==> config.mk <==
export PLATFORM = sky130hd
export DESIGN_NAME = digital_timer_ctrl
export DESIGN_NICKNAME = d
export VERILOG_FILES = /design/src/rtl/digital_timer_ctrl.sv
export SDC_FILE = /design/constraint.sdc
export NUM_CORES = 1
export LEC_CHECK = 0
export BUFFER_PORTS_ARGS = -buffer_cell sky130_fd_sc_hd__clkbuf_2
export CORE_MARGIN = 2
export CORE_UTILIZATION = 35
export CTS_BUF_LIST = sky130_fd_sc_hd__clkbuf_8 sky130_fd_sc_hd__clkbuf_16
export DETAILED_ROUTE_END_ITERATION = 16
export PLACE_DENSITY = 0.48
export SETUP_SLACK_MARGIN = 0.05
export SLEW_MARGIN = 20
export SYNTH_ARGS = -nofsm -noshare
export SYNTH_HDL_FRONTEND = slang
export SYNTH_SLANG_ARGS = --single-unit
==> constraint.sdc <==
create_clock -name sys_clk -period 2.45 [get_ports sys_clk]
set_input_delay 0.3675 -clock sys_clk [delete_from_list [all_inputs] [get_ports sys_clk]]
set_output_delay 0.3675 -clock sys_clk [all_outputs]
set_load 0.05 [all_outputs]
==> src/rtl/digital_timer_ctrl.sv <==
`default_nettype none
// ============================================================================
// Module      : digital_timer_ctrl
// Description : Push-button front end for digital_timer. Synchronises and
//               debounces btn_start / btn_clear, classifies clear presses as
//               short or long, and drives the timer pause level plus the
//               clear / reset command pulses from a three-state FSM.
// Options     : `define DTC_LOCK_EN adds the ctrl_lock input, which freezes
//               the controller while asserted.
// Revision    : 1.0 - initial release
// ============================================================================
module digital_timer_ctrl #(
    parameter int DEBOUNCE_CYCLES   = 1000,   // >= 2
    parameter int LONG_PRESS_CYCLES = 50000   // > DEBOUNCE_CYCLES
) (
    input  logic       sys_clk,
    input  logic       rst_b,
    input  logic       btn_start,
    input  logic       btn_clear,
`ifdef DTC_LOCK_EN
    input  logic       ctrl_lock,
`endif
    output logic       timer_pause,
    output logic       timer_clear,
    output logic       timer_reset,
    output logic [1:0] ctrl_state
);

    // ------------------------------------------------------------------------
    // Constants
    // ------------------------------------------------------------------------
    localparam int C_DB_W      = $clog2(DEBOUNCE_CYCLES + 1);
    localparam int C_HOLD_W    = $clog2(LONG_PRESS_CYCLES + 1);
    localparam int C_BTN_START = 0;
    localparam int C_BTN_CLEAR = 1;

    localparam logic [C_DB_W-1:0]   C_DB_ONE    = C_DB_W'(1);
    localparam logic [C_DB_W-1:0]   C_DB_LAST   = C_DB_W'(DEBOUNCE_CYCLES - 1);
    localparam logic [C_HOLD_W-1:0] C_HOLD_ONE  = C_HOLD_W'(1);
    localparam logic [C_HOLD_W-1:0] C_HOLD_MAX  = C_HOLD_W'(LONG_PRESS_CYCLES);
    localparam logic [C_HOLD_W-1:0] C_HOLD_LAST = C_HOLD_W'(LONG_PRESS_CYCLES - 1);

    typedef enum logic [1:0] {
        ST_IDLE    = 2'b00,
        ST_RUNNING = 2'b01,
        ST_PAUSED  = 2'b10
    } state_e;

    // ------------------------------------------------------------------------
    // Signals
    // ------------------------------------------------------------------------
    logic [1:0]          sync1_q;
    logic [1:0]          sync2_q;
    logic [1:0]          w_db;
    logic [1:0]          db_dly_q;
    logic [1:0]          w_rise;
    logic [1:0]          w_fall;
    logic                w_lock;

    logic [C_HOLD_W-1:0] hold_q;
    logic [C_HOLD_W-1:0] hold_d;
    logic                long_done_q;
    logic                long_done_d;

    logic                w_long_evt;
    logic                w_short_evt;
    logic                w_start_evt;

    state_e              state_q;
    state_e              state_d;
    logic                pause_q;
    logic                pause_d;
    logic                clear_q;
    logic                clear_d;
    logic                reset_q;
    logic                reset_d;

    // ------------------------------------------------------------------------
    // Lock input (frozen to 0 when the option is not built)
    // ------------------------------------------------------------------------
`ifdef DTC_LOCK_EN
    assign w_lock = ctrl_lock;
`else
    assign w_lock = 1'b0;
`endif

    // Two-flop synchroniser; the only logic that samples the raw buttons.
    always_ff @(posedge sys_clk or negedge rst_b) begin
        if (!rst_b) begin
            sync1_q <= 2'b00;
            sync2_q <= 2'b00;
        end else begin
            sync1_q <= {btn_clear, btn_start};
            sync2_q <= sync1_q;
        end
    end

    // ------------------------------------------------------------------------
    // Debouncers: the level only follows the synchronised input after it has
    // disagreed for DEBOUNCE_CYCLES consecutive cycles.
    // ------------------------------------------------------------------------
    for (genvar gi = 0; gi < 2; gi++) begin : g_debounce
        logic [C_DB_W-1:0] cnt_q;
        logic [C_DB_W-1:0] cnt_d;
        logic              db_q;
        logic              db_d;

        // Count disagreement cycles, adopt the new level on the last one.
        always_comb begin
            cnt_d = cnt_q;
            db_d  = db_q;
            if (sync2_q[gi] == db_q) begin
                cnt_d = '0;
            end else if (cnt_q == C_DB_LAST) begin
                db_d  = sync2_q[gi];
                cnt_d = '0;
            end else begin
                cnt_d = cnt_q + C_DB_ONE;
            end
        end

        // Debounce counter and level registers.
        always_ff @(posedge sys_clk or negedge rst_b) begin
            if (!rst_b) begin
                cnt_q <= '0;
                db_q  <= 1'b0;
            end else begin
                cnt_q <= cnt_d;
                db_q  <= db_d;
            end
        end

        assign w_db[gi] = db_q;
    end

    // Delayed debounced levels for edge detection.
    always_ff @(posedge sys_clk or negedge rst_b) begin
        if (!rst_b) begin
            db_dly_q <= 2'b00;
        end else begin
            db_dly_q <= w_db;
        end
    end

    assign w_rise = w_db & ~db_dly_q;
    assign w_fall = ~w_db & db_dly_q;

    // ------------------------------------------------------------------------
    // Clear-press classification
    // ------------------------------------------------------------------------

    // Hold timer: counts debounced clear high-time, saturating, zero when
    // released or locked.
    always_comb begin
        hold_d = hold_q;
        if (!w_db[C_BTN_CLEAR] || w_lock) begin
            hold_d = '0;
        end else if (hold_q != C_HOLD_MAX) begin
            hold_d = hold_q + C_HOLD_ONE;
        end
    end

    // The long event fires on the increment that reaches the threshold, so it
    // can only happen once per press thanks to saturation.
    assign w_long_evt  = w_db[C_BTN_CLEAR] & ~w_lock & (hold_q == C_HOLD_LAST);

    // A release after a long press has already been consumed by the reset.
    assign w_short_evt = w_fall[C_BTN_CLEAR] & ~long_done_q & ~w_lock;

    // A clear press owns the controls from its debounced rise through its
    // release cycle, so a start edge inside that window is dropped.
    assign w_start_evt = w_rise[C_BTN_START] & ~w_db[C_BTN_CLEAR] &
                         ~w_fall[C_BTN_CLEAR] & ~w_lock;

    // Remember that the current press already produced a long event.
    always_comb begin
        long_done_d = long_done_q;
        if (w_long_evt) begin
            long_done_d = 1'b1;
        end else if (w_fall[C_BTN_CLEAR]) begin
            long_done_d = 1'b0;
        end
    end

    // Hold timer and long-press flag registers.
    always_ff @(posedge sys_clk or negedge rst_b) begin
        if (!rst_b) begin
            hold_q      <= '0;
            long_done_q <= 1'b0;
        end else begin
            hold_q      <= hold_d;
            long_done_q <= long_done_d;
        end
    end

    // ------------------------------------------------------------------------
    // Control FSM. Priority: long > short clear > start; losers are dropped.
    // ------------------------------------------------------------------------

    // Next state and registered outputs; pulses default low every cycle.
    always_comb begin
        state_d = state_q;
        pause_d = pause_q;
        clear_d = 1'b0;
        reset_d = 1'b0;
        if (w_long_evt) begin
            state_d = ST_IDLE;
            pause_d = 1'b1;
            reset_d = 1'b1;
        end else if (w_short_evt) begin
            case (state_q)
                ST_IDLE: begin
                    clear_d = 1'b1;
                end
                ST_PAUSED: begin
                    state_d = ST_IDLE;
                    pause_d = 1'b1;
                    clear_d = 1'b1;
                end
                ST_RUNNING: begin
                    // Clearing a running count is not allowed.
                end
                default: begin
                    state_d = ST_IDLE;
                    pause_d = 1'b1;
                end
            endcase
        end else if (w_start_evt) begin
            case (state_q)
                ST_IDLE, ST_PAUSED: begin
                    state_d = ST_RUNNING;
                    pause_d = 1'b0;
                end
                ST_RUNNING: begin
                    state_d = ST_PAUSED;
                    pause_d = 1'b1;
                end
                default: begin
                    state_d = ST_IDLE;
                    pause_d = 1'b1;
                end
            endcase
        end else if (state_q != ST_IDLE && state_q != ST_RUNNING &&
                     state_q != ST_PAUSED) begin
            // Recover from the unused encoding.
            state_d = ST_IDLE;
            pause_d = 1'b1;
        end
    end

    // FSM state and output registers.
    always_ff @(posedge sys_clk or negedge rst_b) begin
        if (!rst_b) begin
            state_q <= ST_IDLE;
            pause_q <= 1'b1;
            clear_q <= 1'b0;
            reset_q <= 1'b0;
        end else begin
            state_q <= state_d;
            pause_q <= pause_d;
            clear_q <= clear_d;
            reset_q <= reset_d;
        end
    end

    assign ctrl_state  = state_q;
    assign timer_pause = pause_q;
    assign timer_clear = clear_q;
    assign timer_reset = reset_q;

endmodule
`default_nettype wire

# Yosys cells after proc, flatten, opt, wreduce, memory -nomap -nowiden
# Cells that the tools add are included.
[totals] inputBits=4 output_inout_bits=5 reg_bits=50 word_cells=76
[classes] n_reduce_logical=11 bitwise_logic=13 mux=24 addsub=3 n_eq_ne=12
[op_table] operator="$mux W10" n=4
[op_table] operator="$mux W16" n=2
[op_table] operator="$add A10 B1 Y10 const B" n=2
[op_table] operator="$eq A10 B10 Y1 const B" n=2
[op_table] operator="$add A16 B1 Y16 const B" n=1
[op_table] operator="$eq A16 B16 Y1 const B" n=1
[op_table] operator="$ne A16 B16 Y1 const B" n=1
[op_table] operator="$mux W1" n=12
[op_table] operator="$mux W2" n=5
[op_table] operator="$not A1 Y1" n=6
[op_table] operator="$reduce_and A2 Y1" n=3
[op_table] operator="$and A1 B1 Y1" n=5
[op_table] operator="$ne A2 B1 Y1 const B" n=2
[op_table] operator="$pmux W2 S2" n=1
[op_table] operator="$reduce_bool A2 Y1" n=2
[op_table] operator="$reduce_bool A4 Y1" n=1
[op_table] operator="$reduce_or A2 Y1" n=2
[op_table] operator="$ne A3 B3 Y1 const B" n=1
[op_table] operator="$and A2 B2 Y2" n=1
[op_table] operator="$eq A1 B1 Y1" n=2
[op_table] operator="$eq A2 B1 Y1 const B" n=1
[op_table] operator="$eq A2 B2 Y1 const B" n=1
[op_table] operator="$logic_and A1 B1 Y1" n=2
[op_table] operator="$logic_not A2 Y1" n=1
[op_table] operator="2 further kinds" n=2

# Depth between registers and ports, before layout
# Gate-level depths: netlist of the first run.
[logic_depth] word_depth=7 ltp_mapped=7 ltp_nobuf=6

# Least setup slack after synthesis of the first run
# No wires, ideal clock.
[synth_path] path_type="register -> register" startpoint="reg hold_q[7]" endpoint="reg hold_q[0]" arrival_ns=1.818 setup_slack_ns=0.513 stages_incl_launch_ff=6 required_time_ns=2.331 period_less_slack_ns=1.937 path_buffers=1 setup_ns=0.119 cell_sequence="dfrtp_1 -> or4b_1 -> or4_1 -> buf_2 -> xnor2_1 -> and2_1"
[synth_via] elab_chain_len=2
[synth_lines] element="start, declared" line="60" rtl="logic [C_HOLD_W-1:0] hold_q;"
[synth_lines] element="start signal, assigned" line="191" rtl="hold_q <= hold_d;"
[synth_lines] element="$ne A16 B16 Y1" line="158" rtl="end else if (hold_q != C_HOLD_MAX) begin"
[synth_lines] element="$ne A2 B1 Y1 (no source line)"
# Every way passes these cells.
# A chain may end at the register's enable or synchronous reset.

# Worst setup path in the final report of the first run
[layout_path] startpoint="reg hold_q[10]" endpoint="reg hold_q[0]"
# Same word-level chain as after synthesis.

==> summary.txt, run 1 <==
Global routing
  • Total GRT Usage: 12.4%
  • Global-route wire length before repair: 7.21 mm
  • Met2 Track Usage GR: 18.6%
  • GR peak layer: met2
  • GR met3 Demand/Resource: 3.02%
  • Vias in the first global route: 1515
  • GR Overflow Total: 0
  • GR Util met1: 17.4%
  • Largest net degree at the start of global routing: 51
  • Initial antenna violation count: 0

Drt
  • DRC viols: 0
  • Vias: 1495
  • Final antenna-violating net count: 0
  • DR pass1 iterations: 4
  • Via density: 4.79
  • Wire per inst: 12.7 microns
  • DRT iter0 DRCs: 52
  • Final wirelength: 3.96 mm

Cells and area
  • Design area: 2570 sq um
  • Fillers: 604
  • Layout cells sized above 1: 11.1%
  • Commonest non-fill, non-tap cell in the layout: dfrtp_1
  • Most frequent cells in the layout: dfrtp_1 (49), nor2_1 (24), xnor2_1 (18)
  • Fin nets: 242
  • Antenna fix cells: 0
  • Non-filler cells, final: 312
  • Layout Area Growth over Synthesis: 11.4%
  • Post-layout util: 40.5%

Clocking
  • Clock Sinks: 50
  • Clock root buffer master: clkbuf_8
  • Hold_buf cts: 0
  • CTS tree: yes
  • CTS Buffer Depth: 2
  • Clock Latency Late Sink: 310 ps
  • Resized Gates After CTS: 0
  • H-tree depth: 2
  • TritonCTS buffer count: 5
  • Setup bufs post-CTS: 0
  • Worst-path clk slew: 110 ps

Die
  • Core area: 6350 sq um
  • Die Y: 85.2 microns
  • Die area: 7260 sq um
  • Die span in x: 85.2 microns
  • # rows: 29
  • I/O pin count: 9
  • Initial Util: 36.4%

Worst setup path
  • Endpoint class of the critical path: register
  • Critical-path cell list: or4b_1, or4_1, xnor2_1, and2_1
  • Worst Path Required: 2650 ps
  • FF-to-FF path depth: 4
  • Critical Path AT: 2260 ps
  • CP max stage delay: 660 ps
  • Kind of cell adding the most delay to the critical path: simple AND/OR/NAND/NOR gates
  • Peak fanout along the critical path: 4
  • Worst Path Buf+Inv: 0
  • Slowest-stage cell, CP: or4_1
  • CP Class: reg2reg
  • Logic depth of the worst setup path including buffers: 4
  • Worst setup SP type: register

Place
  • Final GP Congestion: 0.768
  • Placed cells: 304
  • Number of I/O port buffers: 8
  • Post-DP HPWL: 2.62 mm
  • Placed cell area: 2450 sq um

Synthesis
  • Synth Warn #: 0
  • Mean area per synthesized cell: 10.5 sq um
  • Mapped cell area: 2310 sq um
  • Sequential-to-total area share from yosys stat: 54.3%
  • Synth cell types: 34
  • Mapped Cells: 220
  • Post-Syn Nets: 228
  • #FFs+latches synth: 50

Timing
  • Unrepaired setup endpoints after global routing: no
  • Fin Setup TNS: 0 ps
  • Fmax: 484 MHz
  • Worst clock skew: 11.4 ps
  • Final Max Slew Viols: 0
  • Worst-Margin Slew: 630 ps
  • Tcrit/Tclk final: 84.3%
  • Max-slew headroom: 58.0%
  • Final hold violation count: 0
  • Final setup fails: 0
  • Final min period: 2070 ps

Power and ir drop
  • Pwr dens: 581 nW/um^2
  • LEAKAGE: 1.14 nW
  • Final Power: 0.00149 W
  • Worst IR drop on VDD: 323 uV

Status
  • Outcome: completed

Hold path
  • Type of the tightest min-delay check: in2async

Run
  • Maxcap violations: 0
## cell type report
type | count | area [sq um] | share of cell area, %
clock inverter | 3 | 48.8 | 1.90
sequential | 50 | 1250 | 48.7
tap | 77 | 96.3 | 3.75
inverter | 9 | 33.8 | 1.31
timing repair buffer | 12 | 70.1 | 2.72
clock buffer | 5 | 68.8 | 2.68
multi-input combinational | 156 | 1000 | 39.0
## Yosys cell counts, drive strengths merged
cell,number,area [sq um]
and3,5,31.3
or3b,3,26.3
nand3,10,50.1
or4,2,15.0
inv,9,33.8
nor3b,1,7.51
nand3b,2,15.0
o32ai,1,8.76
a21oi,3,15.0
a21boi,2,15.0
nor3,9,45.0
ha,4,50.1
or4b,1,10.0
and2,9,56.3
nand2,16,60.1
nand4bb,1,11.3
buf,1,5.00
mux2i,5,50.1
xor2,9,78.8
nand2b,9,56.3
nand4,7,43.8
nor4b,1,8.76
clkbuf,4,15.0
a21o,1,7.51
xnor2,18,158
dfstp,1,26.3
nor2,24,90.1
mux2,2,22.5
nor2b,2,12.5
o21ai,1,5.00
or3,4,25.0
nor4,3,18.8
dfrtp,49,1230
nand4b,1,8.76
## flip-flops by register name, indices dropped and copies added, names as in the netlist
signal	count
g_debounce.cnt_q	20
hold_q	16
ctrl_state	2
db_dly_q	2
g_debounce.db_q	2
sync1_q	2
sync2_q	2
long_done_q	1
timer_clear	1
timer_pause	1
timer_reset	1
## path summary, 6_finish.rpt
kind	from	end	slack, ps
min	rst_b	g_debounce[0].cnt_q[3]$_DFF_PN0_	150
min reg2reg	sync1_q[1]$_DFF_PN0_	sync2_q[1]$_DFF_PN0_	360
max	hold_q[10]$_DFFE_PN0P_	hold_q[0]$_DFFE_PN0P_	380
max reg2reg	hold_q[10]$_DFFE_PN0P_	hold_q[0]$_DFFE_PN0P_	380
min in group sys_clk	btn_start	sync1_q[0]$_DFF_PN0_	160
max in group asynchronous	rst_b	hold_q[9]$_DFFE_PN0P_	1870
## layer usage
layer	up-vias	part of all wire [%]
li1	769	-
met1	706	53
met2	16	43
met3	4	2.9
met4	0	1.3
met5	-	0
## cells by family (layout without fill, tap and decap cells)
group	count (synthesis)	after routing	synth area share [%]
adders and majority gates	4	4	2.17
muxes	7	7	3.14
xor gates and xnor gates	27	27	10.2
buffers and inverters	14	29	2.33
AOI/OAI and AO/OA	8	8	2.22
and+or+nand+nor	110	110	25.6
DFF	50	50	54.3
## per-stage QoR
step / setup WS, ps / hold slack, ps
floorplan: 513 / 71.9
detailed placement: 423 / 335
finish: 384 / 150
global placement: 418 / 333
global route: 331 / 143
CTS: 390 / 149
## power breakdown
group | total [W] | internal, W | leakage (nW) | switching (W)
clock | 0.000611 | 0.000311 | 0.0563 | 0.000299
sequential | 0.000843 | 0.000836 | 0.681 | 0.00000736
combinational | 0.0000393 | 0.0000114 | 0.406 | 0.0000278
Note: power is estimated with default switching activity, not from simulation.
==> inputs of run 2 (changes only) <==
--- a/config.mk
+++ b/config.mk
@@ -5,6 +5,7 @@
 export SDC_FILE = /design/constraint.sdc
 export NUM_CORES = 1
 export LEC_CHECK = 0
+export ABC_AREA = 1
 export BUFFER_PORTS_ARGS = -buffer_cell sky130_fd_sc_hd__clkbuf_2
 export CORE_MARGIN = 2
 export CORE_UTILIZATION = 35
==> constraint.sdc (replaced) <==
create_clock -name sys_clk -period 2.2 [get_ports sys_clk]
set_input_delay 0.33 -clock sys_clk [delete_from_list [all_inputs] [get_ports sys_clk]]
set_output_delay 0.33 -clock sys_clk [all_outputs]
set_load 0.05 [all_outputs]
==> summary.txt, run 2 <==
Cells and area
  • Most frequent cells in the layout: dfrtp_1 (49), nand2_1 (45), nor2_1 (44)
  • Antenna fix cells: 0 (unchanged)
  • Post-layout util: 39.5% (-1.0 points)
  • Fillers: 684 (+13%)
  • Fin nets: 311 (+29%)
  • Largest register by flop count: g_debounce.cnt_q
  • Commonest non-fill, non-tap cell in the layout: dfrtp_1
  • Largest register FFs: 20 (unchanged)
  • Biggest regs: g_debounce.cnt_q x20, hold_q x16
  • Design area: 2670 sq um (+3.7%)
  • Layout cells sized above 1: 16.1% (+5.1 points)
  • Layout Area Growth over Synthesis: 9.22%

Timing
  • Final Max Slew Viols: 0 (unchanged)
  • Tcrit/Tclk final: 70.9% (-13 points)
  • Max-slew headroom: 63.1% (+5.1 points)
  • Final setup fails: 0 (unchanged)
  • Final min period: 1560 ps (-508 ps)
  • Unrepaired setup endpoints after global routing: no
  • Fin Setup TNS: 0 ps (unchanged)
  • Final hold violation count: 0 (unchanged)
  • Fmax: 642 MHz (+33%)
  • Worst clock skew: 6.31 ps (-5.13 ps)
  • Worst-Margin Slew: 553 ps (-76.8 ps)

Place
  • Final GP Congestion: 0.777 (+1.1%)
  • Post-DP HPWL: 3.24 mm (+24%)
  • Number of I/O port buffers: 8 (unchanged)
  • Placed cell area: 2580 sq um (+5.2%)

Worst setup path
  • Worst Path Required: 2430 ps (-220 ps)
  • Setup crit start: g_debounce[1].db_q$_DFFE_PN0P_
  • CP max stage delay: 700 ps (+40 ps)
  • Critical-path cell list: inv_2, nand3_1, nand2_1, a21oi_2, nand2_1, nand2_1, nand2_1
  • Slowest-stage cell, CP: dfrtp_1
  • Reg-to-reg slack, setup: 640 ps (+260 ps)
  • FF-to-FF path depth: 7 (+3)
  • Reg2reg start: g_debounce[1].db_q$_DFFE_PN0P_
  • CP Class: reg2reg
  • Critical Path AT: 1790 ps (-470 ps)
  • Worst setup SP type: register
  • Peak fanout along the critical path: 16 (+12)
  • Most used cell, CP: nand2_1
  • Endpoint class of the critical path: register
  • Worst reg2reg path endpoint: timer_pause$_DFFE_PN1P_

Synthesis
  • Post-Syn Nets: 296 (+30%)
  • Sequential-to-total area share from yosys stat: 51.3% (-3.0 points)
  • Mean area per synthesized cell: 8.48 sq um (-19%)
  • Most instantiated cells after synthesis: dfrtp_1 (49), nand2_1 (45), nor2_1 (44)
  • Mapped Cells: 288 (+31%)
  • Mapped cell area: 2440 sq um (+5.9%)
  • Synth area leaders: dfrtp_1 (50%), nand2_1 (6.9%), nor2_1 (6.8%)
  • Fraction of registers with async set or reset after synthesis: 100% (unchanged)
  • Yosys top cell area share: 50.2% (-2.9 points)
  • Synth Warn #: 0 (unchanged)
  • Most common cell in the netlist: dfrtp_1
  • Synth Flop Type: dfrtp_1
  • Cell taking the most area after synthesis: dfrtp_1
  • EDFF count, synth: 0 (unchanged)
  • Synth cell types: 29 (-15%)
  • #FFs+latches synth: 50 (unchanged)

Run
  • Maxcap violations: 0 (unchanged)

Clocking
  • Clock root buffer master: clkbuf_8
  • Clock Latency Late Sink: 300 ps (about the same)
  • Setup bufs post-CTS: 0 (unchanged)
  • TritonCTS buffer count: 5 (unchanged)
  • Hold_buf cts: 0 (unchanged)
  • Resized Gates After CTS: 0 (unchanged)
  • Clock Sinks: 50 (unchanged)
  • CTS tree: yes
  • CTS Buffer Depth: 2 (unchanged)
  • Worst-path clk slew: 90 ps (-20 ps)
  • H-tree depth: 2 (unchanged)

Power and ir drop
  • LEAKAGE: 1.21 nW (+6.1%)
  • Pwr dens: 566 nW/um^2 (-2.4%)
  • Final Power: 0.00151 W (+1.2%)
  • Worst IR drop on VDD: 376 uV (+16%)

Global routing
  • GR Overflow Total: 0 (unchanged)
  • Vias in the first global route: 1741 (+15%)
  • Largest net degree at the start of global routing: 23 (-55%)
  • Initial antenna violation count: 0 (unchanged)
  • Total GRT Usage: 13.0% (+0.68 points)
  • Global-route wire length before repair: 7.98 mm (+11%)

Die
  • Die span in x: 87.6 microns (+2.7%)
  • # rows: 30 (+3.4%)
  • Initial Util: 36.2% (-0.19 points)
  • Die Y: 87.6 microns (+2.7%)
  • Core area: 6760 sq um (+6.4%)
  • I/O pin count: 9 (unchanged)
  • Die area: 7670 sq um (+5.6%)

Drt
  • Final antenna-violating net count: 0 (unchanged)
  • Wire per inst: 11.5 microns (-9.6%)
  • DRT iter0 DRCs: 71 (+37%)
  • Via density: 4.61 (-3.8%)
  • DRC viols: 0 (unchanged)
  • DR pass1 iterations: 4 (unchanged)
  • Final wirelength: 4.41 mm (+11%)
  • Vias: 1770 (+18%)

Status
  • Outcome: completed

Hold path
  • Type of the tightest min-delay check: in2async
run 2: changes by cell type after synthesis, sizes merged, moves of 4 or more:
| cell | previous run | this run |
|---|---|---|
| a21oi | 3 | 12 |
| and2 | 9 | 1 |
| and3 | 5 | 1 |
| clkbuf | 4 | 0 |
| inv | 9 | 35 |
| mux2i | 5 | 0 |
| nand2 | 16 | 55 |
| nand2b | 9 | 0 |
| nand3 | 10 | 24 |
| nor2 | 24 | 57 |
| o21ai | 1 | 13 |
| or3 | 4 | 0 |
| xnor2 | 18 | 0 |
run 2: critical path, delay by kind of cell (launching register included):
| family | cells | cell delay (ps) |
|---|---|---|
| compound gates | 1 | 190 |
| buf+inv | 1 | 210 |
| flops | 1 | 700 |
| simple gates | 5 | 390 |
run 2: final cells by class:
type,count,area [sq um],share of cell area [%]
clock buffer,5,68.8,2.58
timing repair buffer,10,55.1,2.06
clock inverter,3,17.5,0.656
multi-input combinational,201,1040,39.1
tap,80,100,3.75
inverter,35,131,4.92
sequential,50,1250,46.9
run 2: worst max path at each step:
stage	to	slack [ps]	cells past startpoint
after floorplan	g_debounce[1].cnt_q[2]$_DFF_PN0_	970	6
after global placement	timer_pause$_DFFE_PN1P_	720	7
after detailed placement	timer_pause$_DFFE_PN1P_	680	7
after CTS	timer_pause$_DFFE_PN1P_	640	7
after global routing	timer_pause$_DFFE_PN1P_	480	7
final	timer_pause$_DFFE_PN1P_	640	7
run 2: stage by stage:
| step | hold slack [ps] | worst slack [ps] | instances |
|---|---|---|---|
| after floorplan | 34.4 | 970 | 288 |
| after global placement | 334 | 718 | 376 |
| after detailed placement | 346 | 683 | 376 |
| after CTS | 20.5 | 642 | 384 |
| after global routing | 39.5 | 483 | 384 |
| final | 2.17 | 641 | 384 |
run 2: cell families (layout without fill, tap and decap cells):
group,Yosys count,after routing,synth area share (%)
compound gates,26,26,5.58
xor+xnor,9,9,3.23
fa+ha+maj,4,4,2.05
buf+inv,37,53,6.04
flops,50,50,51.3
simple gates,162,162,31.8
run 2: report_power, final:
| part | switching (W) | leakage, nW | internal (W) | total (W) |
|---|---|---|---|---|
| clock network | 0.000307 | 0.0493 | 0.000221 | 0.000528 |
| registers | 0.00000769 | 0.681 | 0.000931 | 0.000938 |
| logic | 0.0000324 | 0.483 | 0.0000132 | 0.0000456 |
| total | 0.000347 | 1.21 | 0.00116 | 0.00151 |
run 2: metal layers:
metal  global-route usage (%)  share of wire (%)  wire length (microns)  vias to the layer above
met3                     3.11                2.6                    116                        4
met5                        0                  0                      0                        -
li1                         -                  -                      -                      948
met2                     19.5                 42                   1870                       23
met1                     18.7                 54                   2370                      795
met4                     4.34                1.1                     49                        0
==> inputs of run 3 (changes only) <==
--- a/config.mk
+++ b/config.mk
@@ -11,7 +11,7 @@
 export CORE_UTILIZATION = 35
 export CTS_BUF_LIST = sky130_fd_sc_hd__clkbuf_8 sky130_fd_sc_hd__clkbuf_16
 export DETAILED_ROUTE_END_ITERATION = 16
-export PLACE_DENSITY = 0.48
+export PLACE_DENSITY = 0.5
 export SETUP_SLACK_MARGIN = 0.05
 export SLEW_MARGIN = 20
 export SYNTH_ARGS = -nofsm -noshare
==> constraint.sdc (replaced) <==
create_clock -name sys_clk -period 1.29 [get_ports sys_clk]
set_input_delay 0.1935 -clock sys_clk [delete_from_list [all_inputs] [get_ports sys_clk]]
set_output_delay 0.1935 -clock sys_clk [all_outputs]
set_load 0.05 [all_outputs]
==> summary.txt, run 3 (synthesis results as in run 2) <==
Global routing
  • Total GRT Usage: 13.3% (+0.24 points)
  • GR Overflow Total: 0 (unchanged)
  • Global-route wire length before repair: 8.04 mm (+0.69%)
  • Largest net degree at the start of global routing: 51 (+120%)
  • Initial antenna violation count: 0 (unchanged)
  • Vias in the first global route: 1815 (+4.3%)

Cells and area
  • Fillers: 656 (-4.1%)
  • Largest register FFs: 20 (unchanged)
  • Layout cells sized above 1: 41.5% (+25 points)
  • Antenna fix cells: 0 (unchanged)
  • Multi-input logic area: 1360 sq um (+30%)
  • Commonest non-fill, non-tap cell in the layout: dfrtp_1
  • Biggest regs: g_debounce.cnt_q x20, hold_q x16
  • Most frequent cells in the layout: dfrtp_1 (40), nand2_1 (36), nor2_1 (36)
  • Layout Area Growth over Synthesis: 35.4%
  • Fin nets: 344 (+11%)
  • Seq. cell area: 1260 sq um (+0.90%)
  • Largest register by flop count: g_debounce.cnt_q

Hold path
  • Type of the tightest min-delay check: reg2reg
  • Hold depth: 0

Timing
  • Final Max Slew Viols: 0 (unchanged)
  • Final hold violation count: 0 (unchanged)
  • Unrepaired setup endpoints after global routing: yes
  • Final min period: 1250 ps (-314 ps)
  • Tcrit/Tclk final: 96.5% (+26 points)
  • Hold Slack: 357 ps (+355 ps)
  • Fin Setup TNS: 0 ps (unchanged)
  • Worst clock skew: 5.54 ps (-0.774 ps)
  • Final setup fails: 0 (unchanged)
  • Worst-Margin Slew: 299 ps (-254 ps)
  • Fmax: 803 MHz (+25%)
  • Max-slew headroom: 80.0% (+17 points)

Worst setup path
  • Peak fanout along the critical path: 4 (-12)
  • Critical Path AT: 1480 ps (-310 ps)
  • Endpoint class of the critical path: register
  • Worst setup SP type: register
  • FF-to-FF path depth: 7 (unchanged)
  • CP Class: reg2reg
  • Worst Path Required: 1530 ps (-900 ps)

Place
  • Final GP Congestion: 0.755 (-2.8%)
  • Post-DP HPWL: 3.20 mm (-1.0%)
  • Number of I/O port buffers: 8 (unchanged)

Die
  • Die span in x: 87.6 microns (unchanged)
  • I/O pin count: 9 (unchanged)
  • Die area: 7670 sq um (unchanged)
  • Initial Util: 36.2% (unchanged)
  • Die Y: 87.6 microns (unchanged)
  • Core area: 6760 sq um (unchanged)
  • # rows: 30 (unchanged)

Clocking
  • TritonCTS buffer count: 5 (unchanged)
  • Worst-path clk slew: 90 ps (about the same)
  • CTS Buffer Depth: 2 (unchanged)
  • Clock Sinks: 50 (unchanged)
  • CTS tree: yes
  • H-tree depth: 2 (unchanged)
  • Clock root buffer master: clkbuf_8
  • Clock Latency Late Sink: 300 ps (about the same)

Drt
  • DRT iter0 DRCs: 105 (+48%)
  • DRC viols: 0 (unchanged)
  • Final wirelength: 4.97 mm (+13%)
  • Via density: 4.79 (+3.8%)
  • Vias: 1996 (+13%)
  • Final antenna-violating net count: 0 (unchanged)
  • Wire per inst: 11.9 microns (+3.9%)
  • DR pass1 iterations: 4 (unchanged)

Power and ir drop
  • LEAKAGE: 1.48 nW (+22%)
  • Worst IR drop on VDD: 633 uV (+68%)
  • Pwr dens: 800 nW/um^2 (+41%)

Run
  • Maxcap violations: 0 (unchanged)

Status
  • Outcome: completed
[run 3: worst max-delay path, stage by stage, from the launching register on]
cell and delay (ps):
dfrtp_2 440, ha_4 180, nand2_4 60, nor2_4 160
nand2_2 80, o21bai_1 120, nand2_1 60, nor2_1 80
[run 3: layout make-up]
type	instances	share of cell area, %
clock buffer	5	2.08
clock inverter	3	0.643
inverter	35	4.05
multi-input combinational	201	41.1
sequential	50	38.2
tap	80	3.03
timing repair buffer	43	10.9
[run 3: metal layers]
layer / up-vias / global-route usage [%] / routed length (microns) / share of wire, %
met5: - / 0 / 0 / 0
met4: 0 / 3.36 / 31 / 0.62
met3: 2 / 3.96 / 99 / 2.0
met2: 11 / 20.9 / 2440 / 49
met1: 966 / 18.0 / 2400 / 48
li1: 1017 / - / - / -
[run 3: final timing paths]
check / start / end / slack (ps)
min in group asynchronous: rst_b / hold_q[11]$_DFFE_PN0P_ / 410
worst min register to register: sync1_q[0]$_DFF_PN0_ / sync2_q[0]$_DFF_PN0_ / 360
worst min-delay path: sync1_q[0]$_DFF_PN0_ / sync2_q[0]$_DFF_PN0_ / 360
worst max-delay path: hold_q[0]$_DFFE_PN0P_ / hold_q[14]$_DFFE_PN0P_ / 40
worst max register to register: hold_q[0]$_DFFE_PN0P_ / hold_q[14]$_DFFE_PN0P_ / 40
max in group asynchronous: rst_b / timer_pause$_DFFE_PN1P_ / 590
[run 3: power breakdown]
part,total (W),switching (W),leakage (nW),internal (W)
combinational,0.000128,0.0000726,0.766,0.0000550
sequential,0.00161,0.0000180,0.666,0.00159
clock,0.000915,0.000533,0.0441,0.000382
[run 3: what timing repair did]
item                                    CTS  global route
pin swaps                                 9            26
buffers inserted                          4            12
resized for setup                        18            84
endpoints found under the setup margin   27            41
hold buffers                              3             0
hold endpoints to repair                 51             0
[run 3: per-stage QoR]
stage / worst slack [ps] / instances / instance area, sq um / power [W] / util, %
finish: 45.0 / 417 / 3310 / 0.00265 / 49.0
floorplan: 59.8 / 288 / 2440 / 0.00166 / -
CTS: 11.5 / 405 / 2900 / 0.00268 / 43.0
global route: -48.1 / 417 / 3310 / 0.00279 / 49.0
detailed placement: -35.5 / 390 / 2700 / 0.00173 / 40.0
global placement: -4.87 / 390 / 2700 / 0.00173 / 40.0
